## config.mk

```make
export PLATFORM = sky130hd
export DESIGN_NAME = mul_radix4_seq
export DESIGN_NICKNAME = d
export VERILOG_FILES = /design/src/rtl/mul_radix4_seq.sv
export SDC_FILE = /design/constraint.sdc
export NUM_CORES = 1
export LEC_CHECK = 0
export ABC_AREA = 1
export ABC_CLOCK_PERIOD_IN_PS = 4600
export CAP_MARGIN = 0
export CORE_MARGIN = 2
export CORE_UTILIZATION = 30
export CTS_CLUSTER_SIZE = 28
export DETAILED_ROUTE_END_ITERATION = 7
export PLACE_DENSITY = 0.49
export SLEW_MARGIN = 20
export SYNTH_ARGS = -nofsm -noshare
export SYNTH_HDL_FRONTEND = slang
export SYNTH_SLANG_ARGS = --single-unit
```

## constraint.sdc

```tcl
create_clock -name clk -period 4.6 [get_ports clk]
set_clock_uncertainty 0.05 [all_clocks]
set_input_delay 0.92 -clock clk [delete_from_list [all_inputs] [get_ports clk]]
set_output_delay 0.92 -clock clk [all_outputs]
set_load 0.05 [all_outputs]
```

## src/rtl/mul_radix4_seq.sv

```systemverilog
// mul_radix4_seq: sequential signed radix-4 Booth multiplier, one cal_radix4 step per clock.
// Optional macro MUL_EARLY_TERM_EN collapses trailing shift-only Booth groups into one clock.

module cal_radix4 #(
  parameter int WIDTH = 64
) (
  input  logic [WIDTH-1:0]   multiplier,
  input  logic [2:0]         last_3bits,
  input  logic [2*WIDTH-1:0] result_in,
  output logic [2*WIDTH-1:0] result_out
);
  localparam int EW = 2*WIDTH + 2;

  // Two guard bits keep acc +/- 2M exact before the shift, even for most-negative operands.
  logic signed [EW-1:0] acc_x, m1_x, m2_x, sum_x;

  always_comb begin
    acc_x = {{2{result_in[2*WIDTH-1]}}, result_in};
    m1_x  = {{2{multiplier[WIDTH-1]}}, multiplier, {WIDTH{1'b0}}};
    m2_x  = {multiplier[WIDTH-1], multiplier, {(WIDTH+1){1'b0}}};
    case (last_3bits)
      3'b001, 3'b010: sum_x = acc_x + m1_x;
      3'b011:         sum_x = acc_x + m2_x;
      3'b100:         sum_x = acc_x - m2_x;
      3'b101, 3'b110: sum_x = acc_x - m1_x;
      default:        sum_x = acc_x;
    endcase
    result_out = (2*WIDTH)'(sum_x >>> 2);
  end
endmodule

module mul_radix4_seq #(
  parameter int WIDTH = 64,
  parameter int STEPS = WIDTH/2
) (
  input  logic               clk,
  input  logic               reset,
  input  logic               op_start,
  input  logic               op_clear,
  input  logic [WIDTH-1:0]   multiplicand,
  input  logic [WIDTH-1:0]   multiplier,
  output logic               op_busy,
  output logic               op_done,
  output logic [2*WIDTH-1:0] result
);
  localparam int CW = $clog2(STEPS);

  typedef enum logic [1:0] {IDLE = 2'd0, EXEC = 2'd1, DONE = 2'd2} state_t;

  state_t             state, state_nxt;
  logic [2*WIDTH-1:0] acc, step_out, acc_exec;
  logic [WIDTH-1:0]   mcand;
  logic [CW-1:0]      cnt;
  logic               q_m1;
  logic               exec_last;

  cal_radix4 #(.WIDTH(WIDTH)) u_step (
    .multiplier (mcand),
    .last_3bits ({acc[1:0], q_m1}),
    .result_in  (acc),
    .result_out (step_out)
  );

`ifdef MUL_EARLY_TERM_EN
  localparam int SW = $clog2(WIDTH + 2);

  logic [SW-1:0] live_bits, skip_sh;
  logic [WIDTH:0] live_mask, hist;
  logic           skip;

  // Unconsumed multiplier bits plus history: if uniform, every remaining group is 000/111.
  always_comb begin
    live_bits = SW'(WIDTH + 1) - SW'({cnt, 1'b0});
    live_mask = (WIDTH+1)'(((WIDTH+2)'(1) << live_bits) - (WIDTH+2)'(1));
    hist      = {acc[WIDTH-1:0], q_m1};
    skip      = ((hist & live_mask) == '0) || ((hist & live_mask) == live_mask);
    skip_sh   = SW'(2*STEPS) - SW'({cnt, 1'b0});
    acc_exec  = skip ? (2*WIDTH)'($signed(acc) >>> skip_sh) : step_out;
    exec_last = skip || (cnt == CW'(STEPS-1));
  end
`else
  always_comb begin
    acc_exec  = step_out;
    exec_last = (cnt == CW'(STEPS-1));
  end
`endif

  // State register
  always_ff @(posedge clk) begin
    if (reset || op_clear) state <= IDLE;
    else                   state <= state_nxt;
  end

  // Next-state logic
  always_comb begin
    state_nxt = state;
    case (state)
      IDLE, DONE: if (op_start)  state_nxt = EXEC;
      EXEC:       if (exec_last) state_nxt = DONE;
      default:    state_nxt = IDLE;
    endcase
  end

  // Outputs decode straight from the state register, so they carry no input-to-output path.
  always_comb begin
    op_busy = (state == EXEC);
    op_done = (state == DONE);
  end

  always_ff @(posedge clk) begin
    if (reset || op_clear) begin
      acc    <= '0;
      q_m1   <= 1'b0;
      mcand  <= '0;
      cnt    <= '0;
      result <= '0;
    end else begin
      case (state)
        IDLE, DONE: begin
          if (op_start) begin
            mcand <= multiplicand;
            acc   <= {{WIDTH{1'b0}}, multiplier};
            q_m1  <= 1'b0;
            cnt   <= '0;
          end
        end
        EXEC: begin
          acc  <= acc_exec;
          q_m1 <= acc[1];
          cnt  <= cnt + CW'(1);
          if (exec_last) result <= acc_exec;
        end
        default: ;
      endcase
    end
  end
endmodule

```

==> impl_summary.log <==
INFO  metric synth-edff-count = 0
INFO  metric cts.path.max_buffers = 3
INFO  metric cts-hold-fix-buffers = 0
INFO  metric p_leak = 0.01931 uW
INFO  metric setup-violations-final = 0
INFO  metric post_route_cells_drive_above_1_share = 6.187%
INFO  metric synth.net_count = 6207
INFO  metric core = 107100 um2
INFO  metric final_critical_path_time_including_i_o_delays_and_setup = 4.535 ns
INFO  metric timing.hold.worst.class = reg -> reg
INFO  metric total_power = 8575 uW
INFO  metric accumulated_negative_setup_slack = 0 ns
INFO  metric power_per_cell_area = 222.6 nW/um2
INFO  metric fin_util = 35.99%
INFO  metric routedWlPerCell = 23.15 um
INFO  metric maximum_number_of_pins_on_one_net_before_global_route_repair = 131
INFO  metric post_synth_main_area_contributors = sky130_fd_sc_hd__nand2_1, sky130_fd_sc_hd__dfxtp_1, sky130_fd_sc_hd__inv_1
INFO  metric total_switching_power = 2936 uW
INFO  metric max_cap_viol_count = 0
INFO  metric synth-compound-area-share = 14.31%
INFO  metric combPwrFrac = 21.8%
INFO  metric data_required_critical_path = 5.08 ns
INFO  metric timing_worst_slew_pin_value = 1.070 ns
INFO  metric cts_sink_cnt = 328
INFO  metric whs = 0.4089 ns
INFO  metric die_area = 110500 um2
INFO  metric most-common-layout-cells = sky130_fd_sc_hd__nand2_1, sky130_fd_sc_hd__inv_1, sky130_fd_sc_hd__nor2_1, sky130_fd_sc_hd__a21oi_1, sky130_fd_sc_hd__dfxtp_1
INFO  metric unrepaired_setup_endpoints_after_global_routing = yes
INFO  metric route.vias.total = 38780
INFO  metric number_of_hold_violations_in_the_final_report = 0
INFO  metric power.clock.fraction = 43.8%
INFO  metric die_h = 332.4 um
INFO  metric vias_in_the_first_global_route = 36100
INFO  metric cts_max_level = 2
INFO  metric endpoint_kind = register
INFO  metric dp_hpwl = 144000 um
INFO  metric violations = design-rule violations
INFO  metric warnings_from_yosys = 0
INFO  metric startpoint_type = register
INFO  metric pin_count = 262
INFO  metric async_flop_share = 0%
INFO  metric route.detailed.vias_per_inst = 5.150
INFO  metric power_switching_share = 34.24%
INFO  metric critical_path_arrival = 5.02 ns
INFO  metric synth_top_family_by_area = simple AND/OR/NAND/NOR gates
INFO  metric floorplan.initialDensity = 30.22%
INFO  metric synth-seq-area-share = 20.30%
INFO  metric fin_area = 38520 um2
INFO  metric timing.slew.headroom = 28.67%
INFO  metric mappedNetlistArea = 32350 um2
INFO  metric clk_pin_slew = 0.07 ns
INFO  metric ant_nets = 0
INFO  metric drt_pass1_iterations = 8
INFO  metric syn2layout_area_growth = 19.08%
INFO  metric number_of_antenna_violations_at_the_first_check_in_global_routing = 8
INFO  metric timing.final.max_slew_violations = 0
INFO  metric synth-simple-area-share = 41.59%
INFO  metric core.rowCount = 120
INFO  metric grt_resource_usage_total = 30.46%
INFO  metric dieWidth = 332.4 um
INFO  metric total_overflow_reported_by_the_global_router = 0
INFO  metric gpl.final_weighted_congestion = 1.039
INFO  metric final.period_utilization = 98.58%
INFO  metric muxShareOfSynthArea = 0%
INFO  metric synth_top_area_share = 24.49%
INFO  metric layout.nets = 6425
INFO  metric wire_length_of_the_first_global_routing_pass = 246700 um
INFO  metric synthCells = 5877
INFO  metric final_wirelength = 174300 um
INFO  metric synth_area_per_cell = 5.505 um2
INFO  metric detailedRoute.firstIterationViolations = 3857
INFO  metric ys_types = 51
INFO  metric critical_path_peak_fanout = 4
INFO  metric vdd_ir_drop_max = 279.3 uV
INFO  metric p_int = 5639 uW
INFO  metric power_frac_seq = 34.4%
INFO  metric clock_insertion_delay_worst_skew = 0.67 ns
INFO  metric synthXorXnorAreaFrac = 1.868%
INFO  metric port_buffers = 261
INFO  metric yosys.area.top_type = sky130_fd_sc_hd__nand2_1
INFO  metric dpl-instance-area = 36740 um2
INFO  metric drc_errors = 1
INFO  metric number_of_buffers_added_by_the_clock_tree_synthesis_step = 43
INFO  metric critical_path_class = reg -> reg
INFO  metric cts_tree = yes
INFO  metric synth_ff_type = sky130_fd_sc_hd__dfxtp_1
INFO  metric run_status = finished with violations
INFO  metric clock.fmax = 220.5 MHz
INFO  metric clk_root_buffer_cell = sky130_fd_sc_hd__clkbuf_16
INFO  metric yosys_register_bits = 328
INFO  metric leading_cell_type_in_the_layout_fill_and_taps_excluded = sky130_fd_sc_hd__nand2_1
INFO  metric synth-adder-area-share = 7.727%
## cell type report
| class | count | area [um2] |
|---|---|---|
| Antenna cell | 2 | 5.005 |
| Clock buffer | 62 | 1247 |
| Clock inverter | 14 | 266.5 |
| Fill cell | 12180 | 68530 |
| Inverter | 983 | 3702 |
| Multi-Input combinational cell | 4372 | 21460 |
| Sequential cell | 328 | 6568 |
| Tap cell | 1403 | 1755 |
| Timing Repair Buffer | 367 | 3521 |
## kinds of logic after synthesis
family / Yosys count
buffers and inverters: 1177
AND/OR/NAND/NOR: 3251
flip-flops: 328
XOR/XNOR: 69
AO/OA/AOI/OAI: 854
adder cells (fa/ha/maj): 198
## sequential cells by signal (all words and copies together) (netlist names)
register  cells
acc         128
result      128
mcand        64
cnt           5
state         2
q_m1          1
## final timing paths
kind / startpoint / cells after the start / endpoint / slack (ns)
setup reg to reg: mcand[29] / 24 / acc[123] / 0.07
setup / recovery: mcand[29] / 24 / acc[123] / 0.07
hold reg to reg: result[37] / 2 / result[37] / 0.41
hold / removal: result[37] / 2 / result[37] / 0.41
## metal layers
metal  vias up  GRT usage, %  part of all wire [%]
met2      1651         45.72                    41
li1      18790             -                     -
met4         6         9.894                   3.6
met5         -             0                 0.024
met3       231         7.160                   9.8
met1     18110         42.60                    45
## repair_timing
| action | in CTS | in global routing |
|---|---|---|
| hold endpoints to repair | 0 | 0 |
| setup buffers | 0 | 5 |
| setup endpoints to repair | 6 | 44 |
| pin swaps | 0 | 12 |
| gates resized for setup | 6 | 44 |
## worst max-delay path: stages (launching register included)
cell and delay [ns]:
sky130_fd_sc_hd__dfxtp_1 0.39, sky130_fd_sc_hd__nor2_2 0.20, sky130_fd_sc_hd__inv_1 0.10, sky130_fd_sc_hd__nor3_2 0.15, sky130_fd_sc_hd__nand4_1 0.13, sky130_fd_sc_hd__nand3b_1 0.27
sky130_fd_sc_hd__nor3_2 0.24, sky130_fd_sc_hd__buf_4 0.21, sky130_fd_sc_hd__nor2_1 0.07, sky130_fd_sc_hd__buf_4 0.16, sky130_fd_sc_hd__a21oi_1 0.20, sky130_fd_sc_hd__xor2_1 0.22
sky130_fd_sc_hd__inv_1 0.10, sky130_fd_sc_hd__ha_1 0.36, sky130_fd_sc_hd__a21oi_2 0.21, sky130_fd_sc_hd__o21ai_0 0.17, sky130_fd_sc_hd__a21oi_1 0.23, sky130_fd_sc_hd__nand2_1 0.10
sky130_fd_sc_hd__a21oi_2 0.20, sky130_fd_sc_hd__nand2_1 0.09, sky130_fd_sc_hd__nand2_1 0.06, sky130_fd_sc_hd__nand3_1 0.08, sky130_fd_sc_hd__nand4_1 0.16, sky130_fd_sc_hd__nand2_1 0.07
sky130_fd_sc_hd__a21oi_1 0.16
## power groups by stage
| stage | clock network [uW] | registers [uW] | logic (uW) |
|---|---|---|---|
| 4_1_cts | 3830 | 2950 | 1810 |
| 3_3_place_gp | 0 | 3010 | 1810 |
| 6_report | 3760 | 2950 | 1870 |
| 5_1_grt | 3920 | 2960 | 2020 |
| 2_1_floorplan | 0 | 2990 | 1120 |
| 3_5_place_dp | 0 | 3010 | 1800 |
## synthesized netlist by cell type (32+ instances only)
| library cell | number |
|---|---|
| sky130_fd_sc_hd__a31oi_1 | 69 |
| sky130_fd_sc_hd__nor2_2 | 32 |
| sky130_fd_sc_hd__nand2_1 | 2111 |
| sky130_fd_sc_hd__o21ai_0 | 260 |
| sky130_fd_sc_hd__inv_1 | 955 |
| sky130_fd_sc_hd__nand4_1 | 93 |
| sky130_fd_sc_hd__clkbuf_1 | 103 |
| sky130_fd_sc_hd__nand2_2 | 37 |
| sky130_fd_sc_hd__ha_1 | 195 |
| sky130_fd_sc_hd__dfxtp_1 | 328 |
| sky130_fd_sc_hd__nor2_1 | 536 |
| sky130_fd_sc_hd__o21bai_1 | 35 |
| sky130_fd_sc_hd__nand3_1 | 309 |
| sky130_fd_sc_hd__a21oi_1 | 434 |
| sky130_fd_sc_hd__buf_2 | 51 |
| sky130_fd_sc_hd__nor3_1 | 42 |
| sky130_fd_sc_hd__xor2_1 | 65 |
## through the flow
stage | cells | worst slack, ns
final | 7531 | 0.06522
after global routing | 7529 | -0.04553
after CTS | 7524 | 0.008616
after detailed placement | 7448 | -0.03771
after global placement | 7448 | -0.1879
after floorplan | 5877 | 1.196
Power figures use the tool's default switching activity.
